--- src/rtl/vga_pkg.sv ---
// Shared frame geometry and arbiter state type for the VGA pixel memory path.
package vga_pkg;

    localparam int unsigned WORDS_PER_FRAME = 38400;
    localparam int unsigned PIX_PER_WORD    = 8;
    localparam int unsigned PIX_W           = 4;
    localparam int unsigned WORD_W          = PIX_PER_WORD * PIX_W;

    typedef enum logic [0:0] {
        LOAD,
        READY
    } arb_state_e;

endpackage

--- src/rtl/wr_fifo.sv ---
// Show-ahead synchronous FIFO buffering loader words ahead of the RAM write port.
// Supports simultaneous push and pop when full; flush empties it and drops any push.
module wr_fifo #(
    parameter int unsigned DEPTH = 4,
    parameter int unsigned WIDTH = 32,
    localparam int unsigned AW   = (DEPTH > 1) ? $clog2(DEPTH) : 1,
    localparam int unsigned CW   = $clog2(DEPTH + 1)
) (
    input  logic             clk,
    input  logic             reset,
    input  logic             flush,
    input  logic             push,
    input  logic             pop,
    input  logic [WIDTH-1:0] din,
    output logic [WIDTH-1:0] dout,
    output logic             full,
    output logic             empty,
    output logic [CW-1:0]    count
);

    logic [WIDTH-1:0] mem_q [DEPTH];
    logic [AW-1:0]    rptr_q, rptr_d;
    logic [AW-1:0]    wptr_q, wptr_d;
    logic [CW-1:0]    count_q, count_d;
    logic             do_push, do_pop;

    assign full    = (count_q == CW'(DEPTH));
    assign empty   = (count_q == '0);
    assign do_pop  = pop && !empty;
    assign do_push = push && (!full || do_pop);
    assign dout    = mem_q[rptr_q];
    assign count   = count_q;

    always_comb begin
        rptr_d  = rptr_q;
        wptr_d  = wptr_q;
        count_d = count_q;
        if (flush) begin
            rptr_d  = '0;
            wptr_d  = '0;
            count_d = '0;
        end else begin
            // DEPTH is a power of two, so pointers wrap naturally
            if (do_push) begin
                wptr_d  = wptr_q + AW'(1);
                count_d = count_d + CW'(1);
            end
            if (do_pop) begin
                rptr_d  = rptr_q + AW'(1);
                count_d = count_d - CW'(1);
            end
        end
    end

    always_ff @(posedge clk or posedge reset) begin
        if (reset) begin
            rptr_q  <= '0;
            wptr_q  <= '0;
            count_q <= '0;
        end else begin
            rptr_q  <= rptr_d;
            wptr_q  <= wptr_d;
            count_q <= count_d;
        end
    end

    always_ff @(posedge clk) begin
        if (do_push && !flush) begin
            mem_q[wptr_q] <= din;
        end
    end

endmodule

--- src/rtl/pix_mem_arbiter.sv ---
// Shares one single-port pixel RAM between the frame loader (writes) and VGA scan-out
// (reads, absolute priority). Define ARB_STALL_CNT_EN to add the stall_cnt output.
module pix_mem_arbiter
    import vga_pkg::*;
#(
    parameter int unsigned WORDS      = WORDS_PER_FRAME,
    parameter int unsigned ADDR_W     = 16,
    parameter int unsigned FIFO_DEPTH = 4
) (
    input  logic              clk,
    input  logic              reset,
    input  logic              clear,
    input  logic [WORD_W-1:0] wr_data,
    input  logic              wr_valid,
    output logic              wr_ready,
    input  logic              rd_req,
    input  logic [ADDR_W-1:0] rd_addr,
    output logic              rd_valid,
    output logic [WORD_W-1:0] rd_data,
    output logic [ADDR_W-1:0] mem_addr,
    output logic              mem_we,
    output logic [WORD_W-1:0] mem_wdata,
    input  logic [WORD_W-1:0] mem_rdata,
    output logic              img_ready
`ifdef ARB_STALL_CNT_EN
    ,
    output logic [15:0]       stall_cnt
`endif
);

    localparam int unsigned       CW        = $clog2(FIFO_DEPTH + 1);
    localparam logic [ADDR_W-1:0] LAST_ADDR = ADDR_W'(WORDS - 1);

    arb_state_e        state_q, state_d;
    logic [ADDR_W-1:0] wptr_q, wptr_d;
    logic              last_wr_q, last_wr_d;
    logic              wr_ready_q, wr_ready_d;
    logic [ADDR_W-1:0] mem_addr_q, mem_addr_d;
    logic              mem_we_q, mem_we_d;
    logic [WORD_W-1:0] mem_wdata_q, mem_wdata_d;
    logic              rd_p1_q, rd_p1_d;
    logic              rd_valid_q, rd_valid_d;

    logic              fifo_push, fifo_pop, fifo_flush;
    logic              fifo_full, fifo_empty, full_next;
    logic [WORD_W-1:0] fifo_dout;
    logic [CW-1:0]     fifo_count;

    // A word offered alongside clear is dropped
    assign fifo_push  = wr_valid && wr_ready_q && !clear;
    // Leftover words are discarded when the frame completes
    assign fifo_flush = clear || last_wr_q;

    wr_fifo #(
        .DEPTH (FIFO_DEPTH),
        .WIDTH (WORD_W)
    ) u_wr_fifo (
        .clk   (clk),
        .reset (reset),
        .flush (fifo_flush),
        .push  (fifo_push),
        .pop   (fifo_pop),
        .din   (wr_data),
        .dout  (fifo_dout),
        .full  (fifo_full),
        .empty (fifo_empty),
        .count (fifo_count)
    );

    always_comb begin
        state_d     = state_q;
        wptr_d      = wptr_q;
        last_wr_d   = 1'b0;
        mem_addr_d  = mem_addr_q;
        mem_we_d    = 1'b0;
        mem_wdata_d = mem_wdata_q;
        fifo_pop    = 1'b0;

        if (rd_req) begin
            mem_addr_d = rd_addr;
        end else if (state_q == LOAD && !fifo_empty && !last_wr_q) begin
            fifo_pop    = 1'b1;
            mem_we_d    = 1'b1;
            mem_addr_d  = wptr_q;
            mem_wdata_d = fifo_dout;
            wptr_d      = wptr_q + ADDR_W'(1);
            last_wr_d   = (wptr_q == LAST_ADDR);
        end

        if (last_wr_q) begin
            state_d = READY;
            wptr_d  = '0;
        end

        // A write issued this cycle still reaches RAM; only the frame bookkeeping restarts
        if (clear) begin
            state_d   = LOAD;
            wptr_d    = '0;
            last_wr_d = 1'b0;
        end
    end

    always_comb begin
        if (fifo_flush) begin
            full_next = 1'b0;
        end else if (fifo_full) begin
            full_next = !(fifo_pop && !fifo_push);
        end else begin
            full_next = (fifo_count == CW'(FIFO_DEPTH - 1)) && fifo_push && !fifo_pop;
        end
        wr_ready_d = (state_d == LOAD) && !full_next;
        rd_p1_d    = rd_req;
        rd_valid_d = rd_p1_q;
    end

    always_ff @(posedge clk or posedge reset) begin
        if (reset) begin
            state_q     <= LOAD;
            wptr_q      <= '0;
            last_wr_q   <= 1'b0;
            wr_ready_q  <= 1'b0;
            mem_addr_q  <= '0;
            mem_we_q    <= 1'b0;
            mem_wdata_q <= '0;
            rd_p1_q     <= 1'b0;
            rd_valid_q  <= 1'b0;
        end else begin
            state_q     <= state_d;
            wptr_q      <= wptr_d;
            last_wr_q   <= last_wr_d;
            wr_ready_q  <= wr_ready_d;
            mem_addr_q  <= mem_addr_d;
            mem_we_q    <= mem_we_d;
            mem_wdata_q <= mem_wdata_d;
            rd_p1_q     <= rd_p1_d;
            rd_valid_q  <= rd_valid_d;
        end
    end

    assign wr_ready  = wr_ready_q;
    assign mem_addr  = mem_addr_q;
    assign mem_we    = mem_we_q;
    assign mem_wdata = mem_wdata_q;
    assign rd_valid  = rd_valid_q;
    assign rd_data   = rd_valid_q ? mem_rdata : '0;
    assign img_ready = (state_q == READY);

`ifdef ARB_STALL_CNT_EN
    logic [15:0] stall_cnt_q, stall_cnt_d;

    always_comb begin
        stall_cnt_d = stall_cnt_q;
        if (clear) begin
            stall_cnt_d = '0;
        end else if (state_q == LOAD && !fifo_empty && rd_req && stall_cnt_q != 16'hFFFF) begin
            stall_cnt_d = stall_cnt_q + 16'd1;
        end
    end

    always_ff @(posedge clk or posedge reset) begin
        if (reset) begin
            stall_cnt_q <= '0;
        end else begin
            stall_cnt_q <= stall_cnt_d;
        end
    end

    assign stall_cnt = stall_cnt_q;
`else
    // Stall instrumentation is not built in this configuration.
`endif

endmodule

--- config.mk ---
export PLATFORM = sky130hd
export DESIGN_NAME = pix_mem_arbiter
export DESIGN_NICKNAME = d
export VERILOG_FILES = /design/src/rtl/vga_pkg.sv /design/src/rtl/wr_fifo.sv /design/src/rtl/pix_mem_arbiter.sv
export SDC_FILE = /design/constraint.sdc
export NUM_CORES = 1
export LEC_CHECK = 0
export CAP_MARGIN = 20
export CORE_MARGIN = 2
export CORE_UTILIZATION = 46
export CTS_BUF_LIST = sky130_fd_sc_hd__clkbuf_16
export CTS_CLUSTER_SIZE = 10
export DETAILED_ROUTE_END_ITERATION = 10
export HOLD_SLACK_MARGIN = 0.12
export PLACE_DENSITY_LB_ADDON = 0.05
export SLEW_MARGIN = 25
export SYNTH_ARGS = -nofsm -noshare
export SYNTH_HDL_FRONTEND = slang
export SYNTH_SLANG_ARGS = --single-unit
--- constraint.sdc ---
create_clock -name clk -period 2.6 [get_ports clk]
set_clock_uncertainty 0.1 [all_clocks]
set_input_delay 0.52 -clock clk [delete_from_list [all_inputs] [get_ports clk]]
set_output_delay 0.52 -clock clk [all_outputs]
set_load 0.03 [all_outputs]
Word level (Yosys, flattened, before mapping)
Memories as Yosys holds them, arrays and structs flattened. A register that Yosys moved wholly into a read port is not among the register bits. Index checks and enable logic that the tools add are counted.

Register bits after elaboration: 45. Memory bits (writable): 128. Output and inout bits: 84. Memories: 1.

Add/sub/neg operators: 5. Equality and inequality tests: 4. Multiplexer cells: 26. Bitwise logic cells: 3. Reductions and logical operators: 29.

Memories: u_wr_fifo.mem_q (words 4, width 32, read ports 1, clocked after memory_dff 1, write ports 1, RTL line wr_fifo.sv:21) `logic [WIDTH-1:0] mem_q [DEPTH];`.

Operators by type and width (number): two-way mux 16 bit (6); two-way mux 32 bit (1); adder 16 x 1 -> 16 bit (second input constant) (1); == test 16 bit (second input constant) (1); two-way mux 3 bit (4); logical AND 1 bit (11); two-way mux 1 bit (11); zero test 1 bit (9); two-way mux 2 bit (4); nonzero test 2 bit (3); adder 2 x 1 -> 2 bit (second input constant) (2); AND reduction 2 bit (2); adder 3 x 1 -> 3 bit (second input constant) (1); == test 3 x 2 -> 1 bit (second input constant) (1); == test 3 bit (second input constant) (1); zero test 3 bit (1); inequality test 3 x 2 -> 1 bit (second input constant) (1); NOT 1 bit (3); nonzero test 3 bit (1); subtractor 3 x 1 -> 3 bit (second input constant) (1); logical OR 1 bit (2).

Logic depth before layout (Yosys ltp)
Depth after elaboration: 14. Mapped depth: 10. Gate-level depth less buffers: 9.

By module
From an unflattened synthesis, not the netlist that was laid out.

Cells, all modules: 570. Area, all modules: 8318.0 um^2.

Modules (own cells, without submodules): wr_fifo (times used 1, cells each 237, area each 5211.2 um^2); pix_mem_arbiter (times used 1, cells each 333, area each 3106.7 um^2).

Worst setup path after synthesis
OpenSTA, ideal clock, no wires.

Path kind: input port to flip-flop. Start point: in rd_req. End point: mem u_wr_fifo.mem_q[1][0] (enable). Data arrival time: 1.949 ns. Slack: 0.159 ns. Cell stages on the path: 4. Buffers on the path: 1. Path through: buf_6 -> o211a_1 -> nor3_1 -> and2_1.

Cells in the longest elaborated chain, start to end: 7.

Ends and longest elaborated chain: from (decl) (RTL line pix_mem_arbiter.sv:16) `input logic rd_req,`; two-way mux 1 bit (RTL line pix_mem_arbiter.sv:79) `if (rd_req) begin`; logical AND 1 bit (RTL line wr_fifo.sv:29) `assign do_pop = pop && !empty;`; logical OR 1 bit (RTL line wr_fifo.sv:30) `assign do_push = push && (!full || do_pop);`; logical AND 1 bit (RTL line wr_fifo.sv:30); logical AND 1 bit (RTL line wr_fifo.sv:68) `if (do_push && !flush) begin`; two-way mux 1 bit (RTL line wr_fifo.sv:68); two-way mux 1 bit (implied by the code) (RTL line wr_fifo.sv:69) `mem_q[wptr_q] <= din;`; to (decl) (RTL line wr_fifo.sv:21).

Every way passes these cells.

Final worst setup path
Start point: in mem_rdata[1]. End point: out rd_data[1].

Cells in the longest elaborated chain, start to end: 1.

Ends and longest elaborated chain: from (decl) (RTL line pix_mem_arbiter.sv:23) `input logic [WORD_W-1:0] mem_rdata,`; two-way mux 32 bit (RTL line pix_mem_arbiter.sv:145) `assign rd_data = rd_valid_q ? mem_rdata : '0;`; to (decl) (RTL line pix_mem_arbiter.sv:19) `output logic [WORD_W-1:0] rd_data,`.

Every way passes these cells.

==> results.toml <==
[outcome]
status = "finished, final reports clean"

[timing]
whs_ns = 0.2189
maxSlewViolCount = 0
fin_crit_ns = 2.431
setup_ws_ns = 0.1692
tns_ns = 0
tightestPinTransition_ns = 0.5240
slew_headroom = 0.6506
period_share = 0.9349
fmax_mhz = 411.4
hold_viol_final = 0
rsz0062_at_grt = "no"
final-setup-viol-count = 0

[synth]
yosys.area.top_type_share = 0.4630
synth_fp_nets = 668
synth_top_cell_by_area = "edfxtp_1"
synth_edf_count = 128
synthTopCellsByArea = "edfxtp_1, dfrtp_1, mux4_2, nand2_1, and2_1"
ys_ff_latch = 205
syn_area_per_cell_um2 = 14.46
async_flop_share = 0.3756
yosysWarnings = 0
synth-seq-area-share = 0.6951
ys.flop_type = "edfxtp_1"
synth.most_common_cell = "edfxtp_1"
synth_commonest_cells = "edfxtp_1, nand2_1, dfrtp_1"
netlist_area_um2 = 8302
netlist-cell-type-count = 41
synth_cells = 574

[routing]
drt_iter0_markers = 347
drtPass1Iterations = 4
drt_wl_total_um = 18480
num_vias = 5298
final_antenna_net_count = 0
vias_per_cell = 5.215
routedWlPerCell_um = 18.19
drc = 0

[setup_path]
cp-end-kind = "output port"
crit_type = "in -> out"
startpoint_type = "input port"
rrSetupSlack_ns = 0.28
required_ns = 1.98
crit_arrival_ns = 1.81
path_max_fanout = 1

[placement]
hpwl_um = 12320
gp_congestion = 0.8212
pre_cts_ws_ns = -0.2508
io_buffers = 168

[clock_network]
clkTransAtPathRegs_ns = 0.06
ctsRootBufferMaster = "clkbuf_16"
clk_latency_ns = 0.50
postCtsHoldBufs = 0
htree_levels = 1
clk_path_buf_depth = 3
cts_tree = "yes"
clock-sinks = 205
numCtsBuffers = 24

[grt]
antenna_found_initial = 0
grt_max_degree = 37
grt_overflow = 0
grt_use_total = 0.1950
grt_pass1_wl_um = 29840
grt_pass1_vias = 5542

[power_and_ir_drop]
pwr-share-comb = 0.325
swShare = 0.3176
pwr-share-seq = 0.401
p_int_uw = 7227
powerDensity_nw_per_um2 = 945.0
ir_drop_uv = 723.7
pwr-share-clk = 0.274
total_power_uw = 10590
p_leak_uw = 0.004464
p_switching_uw = 3364

[die]
die-area_um2 = 19140
io_pins = 169
core_area_um2 = 17840
fp.dieW_um = 138.3
floorplan.initialDensity = 0.4653
die_y_um = 138.3
rows = 49

[worst_hold_path]
hp-class = "in -> async"

[flow_run]
drv_cap = 0

[layout]
nets = 864
areaGrowthSynthToFinish_pct = 35.00
drive_above_1_share = 0.1296
antenna_cells = 0
routing by layer:
layer | vias to the layer above | global-route usage | part of all wire
met3 | 30 | 0.03741 | 0.059
met1 | 2612 | 0.2542 | 0.43
met5 | - | 0 | 0
met4 | 0 | 0.05424 | 0.020
li1 | 2462 | - | -
met2 | 194 | 0.3374 | 0.50
state kept, by name, indices dropped and copies added (netlist names):
register and flops:
wr_ready 1, rd_valid 1, u_wr_fifo.wptr_q 2, img_ready 1, u_wr_fifo.mem_q 128, mem_wdata 32, last_wr_q 1, u_wr_fifo.count 3
mem_addr 16, mem_we 1, rd_p1_q 1, u_wr_fifo.rptr_q 2, wptr_q 16
cells in the final DEF, fill, tap and decap left out, types with 4 or more instances in the layout:
cell / instances
xnor2_1: 6
and2_2: 4
nand4_1: 4
nand2_1: 123
ha_1: 9
clkdlybuf4s50_1: 146
mux2i_1: 20
edfxtp_1: 128
buf_12: 11
or3_1: 5
or4_1: 4
dlygate4sd2_1: 21
dfrtp_1: 74
buf_4: 21
a21oi_1: 10
and2_1: 33
inv_1: 25
nor2_1: 15
nor3_1: 4
nand3_1: 9
o21ai_0: 23
clkbuf_16: 25
mux4_2: 32
what timing repair did:
item,4_1_cts,5_1_grt
setup endpoints to repair,21,2
cloned,0,0
gates resized for setup,21,2
setup buffers,0,0
pin swaps,0,0
worst max-delay path, cell delays in order:
cell and delay, ns:
clkdlybuf4s50_1 0.45, and2_1 0.16, clkdlybuf4s50_1 0.68
path summary, 6_finish.rpt:
path	startpoint	endpoint	cells after the start
worst min register to register	rd_p1_q	rd_valid	0
worst max-delay path	mem_rdata[1]	rd_data[1]	3
worst max register to register	u_wr_fifo.count[0]	wptr_q[13]	6
max in group asynchronous	reset	mem_wdata[16]	3
min in group clk	rd_p1_q	rd_valid	0
worst min-delay path	reset	wptr_q[12]	2
cell families after synthesis:
kind of cell | share of synthesized area
compound gates | 0.02894
xor+xnor | 0.009496
fa+ha+maj | 0.01356
buf+inv | 0.01929
flops | 0.6951
mux | 0.1109
simple gates | 0.1227
through the flow:
stage	area [µm²]	util	cells
after floorplan	8302	-	574
after CTS	11200	0.6280	1016
final	11210	0.6282	1016
after global placement	10540	0.5906	973
after detailed placement	10540	0.5906	973
after global routing	11210	0.6282	1016
power by group through the flow:
stage / sequential (µW) / combinational (µW) / clock (µW)
after floorplan: 4800 / 1540 / 0
after global placement: 4290 / 3460 / 0
after detailed placement: 4310 / 3500 / 0
after CTS: 4260 / 3500 / 3000
after global routing: 4310 / 3700 / 3130
final: 4250 / 3440 / 2910
layout make-up:
class | instances | area [µm²]
Clock buffer | 25 | 625.6
Sequential cell | 205 | 5774
Clock inverter | 18 | 67.56
Timing Repair Buffer | 200 | 2036
Inverter | 10 | 38.79
Fill cell | 1367 | 6634
Tap cell | 229 | 286.5
Multi-Input combinational cell | 329 | 2379
Power figures use the tool's default switching activity.
